===== src/rtl/dmem_arbiter.sv =====
// Round-robin arbiter sharing the single-port data memory between the CPU (requester 0)
// and a loader/debug port (requester 1). It supports bounded locks and routes read returns.
module dmem_arbiter #(
    parameter int AW       = 32,
    parameter int DW       = 32,
    parameter int MAX_LOCK = 8
) (
    input  logic          clk,
    input  logic          reset,
    input  logic          r0_req,
    input  logic          r1_req,
    input  logic          r0_we,
    input  logic          r1_we,
    input  logic          r0_lock,
    input  logic          r1_lock,
    input  logic [AW-1:0] r0_addr,
    input  logic [AW-1:0] r1_addr,
    input  logic [DW-1:0] r0_wdata,
    input  logic [DW-1:0] r1_wdata,
    output logic          r0_gnt,
    output logic          r1_gnt,
    output logic          r0_rvalid,
    output logic          r1_rvalid,
    output logic [DW-1:0] r0_rdata,
    output logic [DW-1:0] r1_rdata,
    output logic          mem_en,
    output logic          mem_we,
    output logic [AW-1:0] mem_addr,
    output logic [DW-1:0] mem_wdata,
    input  logic [DW-1:0] mem_rdata
);

    localparam int CW = $clog2(MAX_LOCK + 1);
    localparam logic [CW:0] LOCK_LIM = (CW+1)'(MAX_LOCK);

    typedef enum logic {OWN_NONE, OWN_HELD} own_state_e;

    own_state_e    own_state, own_state_n;
    logic          own_id, own_id_n;
    logic          prio, prio_n;
    logic [CW-1:0] lock_cnt, lock_cnt_n;
    logic          rd_pend_v, rd_pend_v_n;
    logic          rd_pend_id, rd_pend_id_n;

    logic          gnt0, gnt1, any_gnt, gnt_id, g_lock, g_we;
    logic [CW:0]   cnt_inc;

    // Grant selection; everything is held off while reset is asserted.
    always_comb begin
        gnt0 = 1'b0;
        gnt1 = 1'b0;
        if (reset) begin
            if (own_state == OWN_HELD) begin
                if (own_id) gnt1 = r1_req;
                else        gnt0 = r0_req;
            end else if (r0_req && r1_req) begin
                if (prio) gnt1 = 1'b1;
                else      gnt0 = 1'b1;
            end else begin
                gnt0 = r0_req;
                gnt1 = r1_req;
            end
        end
    end

    assign any_gnt = gnt0 | gnt1;
    assign gnt_id  = gnt1;
    assign g_lock  = gnt1 ? r1_lock : r0_lock;
    assign g_we    = gnt1 ? r1_we : r0_we;
    assign cnt_inc = {1'b0, lock_cnt} + (CW+1)'(1);

    always_comb begin
        own_state_n  = own_state;
        own_id_n     = own_id;
        prio_n       = prio;
        lock_cnt_n   = lock_cnt;
        rd_pend_v_n  = any_gnt & ~g_we;
        rd_pend_id_n = gnt_id;
        if (any_gnt) begin
            if (g_lock && (cnt_inc < LOCK_LIM)) begin
                own_state_n = OWN_HELD;
                own_id_n    = gnt_id;
                lock_cnt_n  = cnt_inc[CW-1:0];
            end else begin
                // Voluntary unlock, plain grant, or lock budget exhausted.
                own_state_n = OWN_NONE;
                lock_cnt_n  = '0;
                prio_n      = ~gnt_id;
            end
        end else if (own_state == OWN_HELD) begin
            // Owner dropped its request: release and hand priority to the other side.
            own_state_n = OWN_NONE;
            lock_cnt_n  = '0;
            prio_n      = ~own_id;
        end
    end

    always_ff @(posedge clk or negedge reset) begin
        if (!reset) begin
            own_state  <= OWN_NONE;
            own_id     <= 1'b0;
            prio       <= 1'b0;
            lock_cnt   <= '0;
            rd_pend_v  <= 1'b0;
            rd_pend_id <= 1'b0;
        end else begin
            own_state  <= own_state_n;
            own_id     <= own_id_n;
            prio       <= prio_n;
            lock_cnt   <= lock_cnt_n;
            rd_pend_v  <= rd_pend_v_n;
            rd_pend_id <= rd_pend_id_n;
        end
    end

    assign r0_gnt    = gnt0;
    assign r1_gnt    = gnt1;
    assign mem_en    = any_gnt;
    assign mem_we    = any_gnt & g_we;
    assign mem_addr  = gnt1 ? r1_addr : (gnt0 ? r0_addr : '0);
    assign mem_wdata = gnt1 ? r1_wdata : (gnt0 ? r0_wdata : '0);

    assign r0_rvalid = reset & rd_pend_v & ~rd_pend_id;
    assign r1_rvalid = reset & rd_pend_v & rd_pend_id;
    assign r0_rdata  = mem_rdata;
    assign r1_rdata  = mem_rdata;

endmodule


===== config.mk =====
export PLATFORM = sky130hd
export DESIGN_NAME = dmem_arbiter
export DESIGN_NICKNAME = d
export VERILOG_FILES = /design/src/rtl/dmem_arbiter.sv
export SDC_FILE = /design/constraint.sdc
export NUM_CORES = 1
export LEC_CHECK = 0
export ABC_AREA = 1
export CORE_AREA = 4 4 116 118
export CTS_CLUSTER_SIZE = 8
export DETAILED_ROUTE_END_ITERATION = 6
export DIE_AREA = 0 0 120 122
export HOLD_SLACK_MARGIN = 0.12
export PLACE_DENSITY = 0.6
export SLEW_MARGIN = 20
export SYNTH_ARGS = -nofsm -noshare
export SYNTH_HDL_FRONTEND = slang
export SYNTH_SLANG_ARGS = --single-unit

===== constraint.sdc =====
create_clock -name clk -period 2.1 [get_ports clk]
set_clock_uncertainty 0.05 [all_clocks]
set_input_delay 0.315 -clock clk [delete_from_list [all_inputs] [get_ports clk]]
set_output_delay 0.315 -clock clk [all_outputs]
set_load 0.02 [all_outputs]

==> results.md, run 1 <==
Finish:
- For this run, the post-layout net count is 661.
- Of the cells placed in the final design, the portion with a size suffix greater than 1 is 0.200.
- The antenna cell count is 0.
- The top cell types in the final layout, fill and taps aside, are nand2_1, clkdlybuf4s50_1, clkbuf_2.
- After routing the design area is 3550 um^2.
- The library cell used most frequently in the layout, excluding fill and tap cells, is nand2_1.
- Compared with the post-synthesis result, the final layout area differs by 94.4%.
- The finished layout holds 663 standard cells, fillers aside.

Synth:
- Of the total synthesized cell area, the portion taken by AND, OR, NAND and NOR gates is 0.493.
- Summed over all instances, the cell type with the most area after synthesis is nand2_1.
- The number of distinct library cell variants in the gate-level netlist after synthesis is 20.
- By area the synthesized netlist is led by nand2_1, buf_4, dfrtp_1.
- In this run, synthesis produced a sequential element count of 9.
- The mapped netlist covers 1830 um^2.
- The main combinational cell family by area after synthesis is simple AND/OR/NAND/NOR gates.
- The portion of synthesized cell area occupied by the leading cell type is 0.446.
- The gate count after technology mapping is 340.
- The compound-gate portion of the synthesized area is 0.0226.
- The mux cell area share after synthesis is 0.
- The total number of yosys warnings is 0.
- Of the total synthesized cell area, the portion taken by XOR and XNOR cells is 0.00479.
- The portion of the post-synthesis area used by sequential elements is 0.123.
- The average cell area after synthesis is approximately 5.4 um^2.
- Of the total synthesized cell area, the portion taken by full adders, half adders and majority gates is 0.00685.
- The synthesized net count is 509.

Critical path:
- The depth of the worst register-to-register path is 10.
- STA classifies the critical path startpoint as a flop.
- The required time at the worst-slack endpoint is ~1.7 ns.
- The startpoint of the most critical register-to-register path is own_state.
- STA classifies the critical path endpoint as an output port.
- The critical path goes through inv_2 > nand2_1 > nand3_2 > nand2_4 > inv_4 > buf_12 > nand2_1 > nand2_1 > buf_2.
- By instance count, the cell type seen most on the critical path is nand2_1.
- The slowest cell on the critical path is dfrtp_1.
- The data arrival at the endpoint of the critical path is roughly 1.6 ns.
- The critical path is of the flop to output port type.
- In this run the register-to-register setup slack is 0.53 ns.
- The worst register-to-register path ends at prio.
- In this design, the stage delay of the slowest critical-path cell is 0.39 ns.
- In this run the worst path has a maximum fanout of 34.

Drt:
- After detailed routing, the number of remaining DRC violations is 0.
- The count of antenna-violating nets left after detailed routing is 0.
- The number of detailed-route iterations in the first pass is 4.
- The wire length per cell after detailed routing is 12.3 um.
- Dividing the detail-routed via count by the number of cells gives 3.74.
- The final routed wirelength across all metal layers is 8130 um.
- The DRC violation total after the first TritonRoute iteration is 68.
- The routed via count is 2481.

Global routing:
- Entering global routing, the biggest net connects 35 pins.
- The wire length of the first global-routing pass is ~12000 um.
- The number of antenna violations at the first check in global routing is 0.
- The remaining global-route overflow is 0.
- The number of global-route vias before repair is 2394.
- In the global route stage, overall resource usage came out at 0.0978.

CTS:
- TritonCTS built the clock tree.
- Clock latency on the worst-skew pair, taken at its later pin, is between 0.2 and 0.25 ns.
- The total clock sinks is 9.
- The clock-pin slew reported for the worst setup and hold paths after clock tree synthesis is 0.04 ns.
- The buffer depth of the longest clock path is 2.
- The number of clock buffers inserted by TritonCTS is 3.
- The number of levels the H-tree was split into is 1.
- The library cell used as clock root buffer is clkbuf_16.

STA:
- The total count of hold-check failures in the final report was 0.
- Dividing the final minimum period by the clock period gives 0.947.
- Based on the critical path, the design can be clocked at up to 0.503 GHz.
- The worst path needs 1.99 ns of the cycle, external delays included.
- The worst max-slew margin expressed relative to the limit is 0.843.
- The count of endpoints failing setup in the final report is 0.
- Setup repair after global routing could not meet its margin everywhere.
- For the pin with the worst max-slew slack, the measured transition is 0.235 ns.
- The max-slew violation total from the final report came to 0.

Power:
- For this design the ratio of total power to cell area is 440 nW/um^2.
- The design draws 1.56 mW.
- Across the VDD grid, the largest voltage drop is between 0.2 and 0.3 mV.
- The static leakage is approximately 1.9 nW.

Run status:
- The flow ran to the end, and the final reports show no timing, DRC or antenna violations.

Die:
- The initial standard-cell utilization of the core is 0.147.
- The core area is 12500 um^2.
- The die covers 14600 um^2.
- The number of placed I/O pins is 302.
- Measured along the y axis, the die boundary spans between 100 and 150 um.
- The floorplan has 41 rows.
- The overall die width is 120 um.

Job:
- Max-cap violations in this run came to 0.

Place:
- The number of buffer cells added on primary ports is roughly 200.
- Summed over all nets, the half-perimeter wirelength after detailed placement is between 6000 and 7000 um.
- Summing all placed instances gives a cell area of roughly 3700 um^2.
- At the end of routability-driven placement, the weighted congestion stood at about 0.73.
- The number of instances in the placed design is 655.

Hold path:
- The class of the most critical hold timing path is input port to async pin.
metal layers:
layer | vias up | track usage | wire length, um | part of all wire
li1 | 1255 | - | - | -
met1 | 1051 | 0.119 | 3280 | 0.40
met2 | 170 | 0.166 | 3850 | 0.47
met3 | 5 | 0.0381 | 943 | 0.12
met4 | 0 | 0.0165 | 44 | 0.0054
met5 | - | 0 | 0 | 0
critical path, delay by kind of cell, from the launching register on:
family,cells,cell delay (ns)
and+or+nand+nor,5,0.40
DFF,1,0.39
buffers and inverters,4,0.58
registers in the layout (all words and copies together), names as in the netlist:
signal      cells
lock_cnt        4
own_id          1
own_state       1
prio            1
rd_pend_id      1
rd_pend_v       1
power breakdown:
| group | switching (mW) | internal, mW | leakage, nW | total, mW |
|---|---|---|---|---|
| clock network | 0.0825 | 0.254 | 0.0382 | 0.336 |
| logic | 0.500 | 0.496 | 1.70 | 0.996 |
| registers | 0.0247 | 0.204 | 0.119 | 0.229 |
cell usage after synthesis (all sizes together):
cell type,instances
nand2,220
buf,78
inv,11
dfrtp,9
nand3,5
nor2,5
o21ai,4
a21oi,3
ha,1
nand3b,1
nand4,1
o22ai,1
xor2,1
metrics by stage:
stage	util	setup TNS [ns]	hold WS, ns	worst slack [ns]
detailed placement	0.295	-27.70	0.456	-0.482
finish	0.285	0	0.120	0.110
floorplan	-	0	-0.0306	0.440
CTS	0.308	0	0.125	0.000261
global placement	0.295	-26.49	0.447	-0.469
global route	0.285	-0.00942	0.150	-0.00942
cells by family (layout without fill, tap and decap cells):
logic type,count (synthesis),after routing
fa+ha+maj,1,1
compound gates,8,8
buf+inv,89,240
xor+xnor,1,1
simple gates,232,232
flops,9,9
what timing repair did:
item / CTS / global route
cloned: 3 / 0
hold buffers: 0 / 0
setup buffers: 1 / 0
pin swaps: 0 / 1
endpoints found under the setup margin: 70 / 64
resized for setup: 142 / 87
how the worst max path moves through the flow:
stage                   start            end  slack (ns)  cells past startpoint
finish              own_state    mem_addr[2]        0.11                      9
global route        own_state    mem_addr[2]      -0.009                      9
CTS                 own_state  mem_wdata[16]      0.0003                      9
detailed placement     r0_req    mem_addr[2]       -0.48                      9
global placement       r0_req    mem_addr[2]       -0.47                      9
floorplan           own_state         mem_we        0.44                      8
cell type report:
class                           count  area (um^2)
Fill cell                        1397         8910
Timing Repair Buffer              225         2020
Multi-Input combinational cell    242          966
Sequential cell                     9          225
Tap cell                          172          215
Clock buffer                        4         78.8
Inverter                           11         46.3
Power figures use the tool's default switching activity.
==> run 2: changes to the inputs <==
ABC_CLOCK_PERIOD_IN_PS = 2100   (was not set)
CELL_PAD_IN_SITES_DETAIL_PLACEMENT = 1   (was not set)
CELL_PAD_IN_SITES_GLOBAL_PLACEMENT = 1   (was not set)
CORE_AREA = not set   (was 4 4 116 118)
CORE_MARGIN = 4   (was not set)
CORE_UTILIZATION = 13   (was not set)
DIE_AREA = not set   (was 0 0 120 122)
PLACE_DENSITY = 0.91   (was 0.6)
==> results.md, run 2 (synthesized netlist as in run 1, its figures left out) <==
Finish:
- In the final design database the tool counted 661 nets.
- The repair_antennas step left the layout with diodes totalling 0.
- The area added between synthesis and finish is 94.2%.
- The share of final-layout standard cells stronger than drive strength 1 is 0.200.
- The most common cell after layout, fill and taps aside is nand2_1.
- After routing the design area is 3550 um^2.
- The top cell types in the final layout, fill and taps aside, are nand2_1, clkdlybuf4s50_1, clkbuf_2.
- The flip-flop count of the largest register after layout is 4.
- The most flop-heavy register is lock_cnt.
- The share of the core filled with cells in the final layout is 0.257.
- After filler insertion, the fill cell instance count of the layout stands at 1773.

CTS:
- The number of clock buffers inserted by TritonCTS is 3.
- CTS built an H-tree with a depth of 1.
- The clock latency on the worst-skew pair is 0.24 ns.
- The library cell used as clock root buffer is clkbuf_16.
- TritonCTS built the clock tree.
- The clock passes through at most 2 buffers.
- After clock tree synthesis, the clock-pin slew on the worst setup and hold paths is approximately 0.040 ns.
- The clock drives 9 sinks.

Die:
- The floorplan step defined a core boundary enclosing 13800 um^2.
- The number of placed I/O pins is approximately 300.
- The initial standard-cell utilization of the core is 0.132.
- The number of placement rows is 43.
- The overall die width is ~130 um.
- The area enclosed by the die boundary is 16000 um^2.
- In this run the vertical extent of the chip is 127 um.

Critical path:
- The required time at the worst-slack endpoint is 1.74 ns.
- Along the worst path, the maximum fanout reaches 8.
- The data arrival at the endpoint of the critical path is about 1.7 ns.
- STA classifies the critical path endpoint as an output port.
- The worst setup path is of the flop to output port kind.
- STA classifies the critical path startpoint as a flop.

Job:
- Across the run, the number of max-cap violations was 0.

Drt:
- The routed design has ~9400 um of wire.
- The wire length on met2 is 4720 um.
- The first detailed-routing pass took 4 iterations.
- For this run, design rule violations remaining after detail routing come to 0.
- For this block, wires on met1 add up to 3540 um.
- Routed signal wires occupy layers up through met4.
- The DRC violation total after the first TritonRoute iteration is 29.
- The routed via count is 2601.
- The detailed-route vias per instance is between 3 and 4.
- After detailed routing, the met3 layer carries 1060 um of wire.
- Once detail routing completed, the nets flagged for antenna violations numbered 0.
- The wire length per cell after detailed routing is between 10 and 15 um.

Global routing:
- The wire length of the first global-routing pass is 13400 um.
- The number of global-route vias before repair is approximately 2700.
- The total overflow left after global routing is 0.
- The global-route usage over all layers is 0.103.
- Entering global routing, the biggest net connects 39 pins.
- The number of antenna violations at the first check in global routing came to 0.

STA:
- Setup repair after global routing could not meet its margin everywhere.
- Setup violations remaining at the end of the flow were counted as 0.
- The worst max-slew margin expressed relative to the limit is 0.834.
- The max-slew violation total from the final report is 0.
- For the pin with the worst max-slew slack, the measured transition is 0.248 ns.
- Dividing the final minimum period by the clock period gives 0.981.
- The fmax is 0.485 GHz.
- The total count of hold-check failures in the final report is 0.
- The worst path needs 2.06 ns of the cycle, external delays included.

Place:
- The routability-driven placement congestion ratio is approximately 0.76.
- The placed cell area is 3650 um^2.
- Summed over all nets, the half-perimeter wirelength after detailed placement is 7400 um.
- Buffers placed on the I/O ports in this run total 205.

Power:
- The cell area power density is 443 nW/um^2.
- IR analysis of the VDD net gives a maximum drop of 0.235 mV.
- In this run the static leakage power is 1.86 nW.

Hold path:
- The min-delay analysis places its worst path in the category input port to async pin.

Run status:
- The flow ran to the end, and the final reports show no timing, DRC or antenna violations.
[run 2: final timing paths]
kind                                  start            end  slack (ns)  cells after the start
max in group asynchronous             reset    lock_cnt[2]        1.29                      3
worst max-delay path              own_state  mem_wdata[12]        0.04                     10
worst min register to register  lock_cnt[0]    lock_cnt[0]        0.46                      1
worst min-delay path                  reset    lock_cnt[0]        0.14                      2
worst max register to register    own_state           prio        0.46                     12
min in group clk                lock_cnt[0]    lock_cnt[0]        0.46                      1
[run 2: metal layers]
| layer | vias to the layer above | GRT usage |
|---|---|---|
| met2 | 182 | 0.190 |
| met3 | 6 | 0.0387 |
| li1 | 1255 | - |
| met5 | - | 0 |
| met1 | 1158 | 0.110 |
| met4 | 0 | 0.0233 |
[run 2: timing repair]
action	4_1_cts	5_1_grt
setup buffers	3	1
hold buffers	1	0
endpoints found under the setup margin	70	66
resized for setup	158	77
cloned	1	2
endpoints found under the hold margin	1	0
[run 2: worst max-delay path, stage by stage (launching register included)]
cell and delay [ns]:
dfrtp_1 0.41, inv_2 0.10, nand4_1 0.09, nand2_2 0.14, inv_6 0.07, buf_16 0.14
buf_8 0.13, buf_4 0.13, nand2_1 0.05, nand2_1 0.05, buf_4 0.15
[run 2: cell type report]
cell class / instances / area, um^2 / share of cell area
clock buffer: 4 / 78.8 / 0.0222
inverter: 11 / 53.8 / 0.0152
multi-input combinational: 242 / 970 / 0.273
sequential: 9 / 225 / 0.0635
tap: 180 / 225 / 0.0635
timing repair buffer: 225 / 1990 / 0.562
[run 2: where the power goes]
| group | leakage, nW | switching [mW] | internal (mW) |
|---|---|---|---|
| sequential | 0.119 | 0.0272 | 0.204 |
| clock | 0.0382 | 0.0878 | 0.254 |
| combinational | 1.71 | 0.515 | 0.483 |
[run 2: through the flow]
step | setup WS (ns) | std cells | hold WS (ns) | power [mW] | setup TNS [ns]
2_1_floorplan | 0.440 | 340 | -0.0306 | 0.854 | 0
3_3_place_gp | -0.455 | 659 | 0.450 | 1.28 | -28.03
3_5_place_dp | -0.496 | 659 | 0.459 | 1.30 | -30.62
4_1_cts | 0.00196 | 668 | 0.134 | 1.62 | 0
5_1_grt | -0.0693 | 671 | 0.172 | 1.68 | -0.0693
6_report | 0.0398 | 671 | 0.142 | 1.57 | 0
==> run 3: changes to the inputs <==
CAP_MARGIN = 20   (was not set)
GPL_TIMING_DRIVEN = 0   (was not set)
==> results.md, run 3 (synthesized netlist as in run 1, its figures left out) <==
STA:
- The total count of hold-check failures in the final report came to 0.
- Setup violations remaining at the end of the flow were counted as 0.
- Summed over all failing endpoints, the final setup total negative slack is 0 ns.
- Setup slack closes at approximately 0.022 ns.
- The smallest clock period supported by the final layout is computed as 2.08 ns.
- Headroom to the max-slew limit came out at 0.730.
- The fmax is a little under 0.5 GHz.
- The max-slew violation total from the final report is 0.
- The slew at the pin with the worst max-slew slack is 0.403 ns.
- Dividing the final minimum period by the clock period gives 0.990.
- Setup repair after global routing could not meet its margin everywhere.

Drt:
- The DRC violation total after the first TritonRoute iteration is 55.
- In the final routed layout, each cell accounts on average for 15.3 um.
- The routed layout has 3155 vias.
- The number of detailed-route iterations in the first pass is 4.
- Wires add up to 12300 um.
- After detailed routing, the number of vias per cell comes to approximately 4.
- For this run, design rule violations remaining after detail routing come to 0.
- The count of antenna-violating nets left after detailed routing is 0.

Critical path:
- The critical path capture point type is an output port.
- In this run the worst path has a maximum fanout of 10.
- The critical path startpoint category is a flop.
- At the worst endpoint, the required time is 1.74 ns.
- The setup path with the least slack is of type flop to output port.
- STA puts the critical path data arrival time at 1.71 ns.

Finish:
- Counting flops per register, the top entry is lock_cnt.
- The share of the core filled with cells in the final layout is 0.376.
- 0 antenna diodes ended up in the layout.
- Counting the fill cells in the layout gives 1696.
- After the flow finishes, the layout carries non-filler instances totaling 805.
- The share of final-layout standard cells stronger than drive strength 1 is 0.347.
- The library cells used most frequently in the layout, excluding fill and tap cells, are clkdlybuf4s50_1, nand2_1, buf_4.
- After the last flow step, the layout net total stands at 795.
- Summing all flip-flop and latch instances after layout gives 225 um^2.
- In the final layout, the multi-input gates occupy between 1000 and 1500 um^2.
- Leaving out fill and tap cells, the most frequent cell in the layout is clkdlybuf4s50_1.
- The register with the most flip-flops in the layout has 4 of them.
- From synthesis to final layout, the design area changed by 185%.

CTS:
- The number of levels the H-tree was split into is 1.
- The later pin in the worst-skew pair is clocked with a latency of 0.23 ns.
- Counting the buffers created by CTS gives 3.
- CTS saw 9 sinks.
- Clock-pin slew was measured on the worst setup and hold paths at about 0.04 ns.
- The buffer depth of the longest clock path is 2.
- The library cell used as clock root buffer is clkbuf_16.
- The TritonCTS clock tree is built.

Place:
- OpenSTA, run right after detailed placement, puts the worst setup slack at -1.13 ns.
- Counting tap cells, the placed design contains a total of approximately 790 instances.
- Buffers placed on the I/O ports in this run total 269.
- The routability-driven placement congestion ratio is 0.766.
- Once detailed placement completed, the half-perimeter wirelength came to just over 10000 um.

Power:
- The switching power total is 0.810 mW.
- In this run the static leakage power is 2.57 nW.
- The net switching fraction of the power is 0.392.
- The maximum vdd ir drop is between 0.2 and 0.3 mV.
- The internal power contribution is about 1.3 mW.
- Of the total power, the clock network draws 0.161.
- The part of the total power dissipated in sequential elements is 0.114.
- The share of total power dissipated in combinational logic is 0.725.
- The total power is 2.06 mW.
- Power spread over the standard cell area amounts to approximately 400 nW/um^2.

Global routing:
- The routing usage on met3 is 0.0341.
- The total overflow left after global routing is 0.
- The layer with the highest usage is met2.
- The wire length of the first global-routing pass is about 17000 um.
- In the global route stage, overall resource usage came out at 0.132.
- The number of antenna violations at the first check in global routing was 0.
- The largest net degree at the start of global routing is 12.
- The fraction of met2 tracks used by global routing is 0.268.
- The number of global-route vias before repair came to 3355.
- The met1 usage in global routing is 0.132.

Die:
- The number of placement rows is 43.
- The die is 127 um wide.
- The region available for standard cell placement spans about 14000 um^2.
- The initial standard-cell utilization of the core is 0.132.
- The area enclosed by the die boundary is 16000 um^2.
- During I/O placement, the number of pins put on the boundary was 302.
- In this run the vertical extent of the chip is 127 um.

Hold path:
- The class of the most critical hold timing path is flop to flop.

Job:
- The count of maximum capacitance violations is 0.

Run status:
- The run finished with clean final reports.
==> run 3: path summary, 6_finish.rpt <==
kind                                  start            to  slack, ns  cells past startpoint
worst max-delay path              own_state  mem_addr[22]       0.02                     10
worst min-delay path            lock_cnt[0]   lock_cnt[0]       0.47                      1
worst max register to register    own_state          prio       0.54                      9
worst min register to register  lock_cnt[0]   lock_cnt[0]       0.47                      1
max in group asynchronous             reset          prio       1.18                      2
min in group asynchronous             reset    rd_pend_id       0.54                      2
==> run 3: what timing repair did <==
action | CTS | global route
gates resized for setup | 281 | 136
buffers inserted | 4 | 3
gates cloned | 2 | 2
endpoints found under the hold margin | 9 | 0
hold buffers | 1 | 0
endpoints found under the setup margin | 70 | 66
pin swaps | 2 | 16
==> run 3: critical path: stages (launching register included) <==
cell and delay [ns]:
dfrtp_1 0.41, inv_2 0.10, nand4_1 0.09, nand2_2 0.14, inv_4 0.07, buf_6 0.12, buf_12 0.14, buf_12 0.14
nand2_2 0.06, nand2_2 0.07, buf_6 0.14
==> run 3: power by group through the flow <==
stage	sequential, mW	clock (mW)	combinational [mW]
finish	0.235	0.332	1.50
global route	0.239	0.349	1.60
CTS	0.232	0.342	1.35
detailed placement	0.233	0	1.38
global placement	0.229	0	1.35
floorplan	0.224	0	0.630
==> run 3: cell type report <==
cell class	instances	area share
Clock buffer	4	0.0152
Tap cell	180	0.0433
Buffer	78	0.132
Timing Repair Buffer	281	0.540
Inverter	11	0.00938
Sequential cell	9	0.0433
Multi-Input combinational cell	242	0.217
==> run 3: per-layer routing <==
layer / part of all wire / up-vias
li1: - / 1526
met2: 0.55 / 166
met3: 0.080 / 18
met4: 0.024 / 0
met1: 0.34 / 1445
met5: 0 / -
==> run 3: per-stage QoR <==
step,hold slack (ns),instance area (um^2)
5_1_grt,0.503,5200
6_report,0.472,5200
2_1_floorplan,-0.0306,1830
3_5_place_dp,0.463,4740
4_1_cts,0.471,4760
3_3_place_gp,0.438,4740
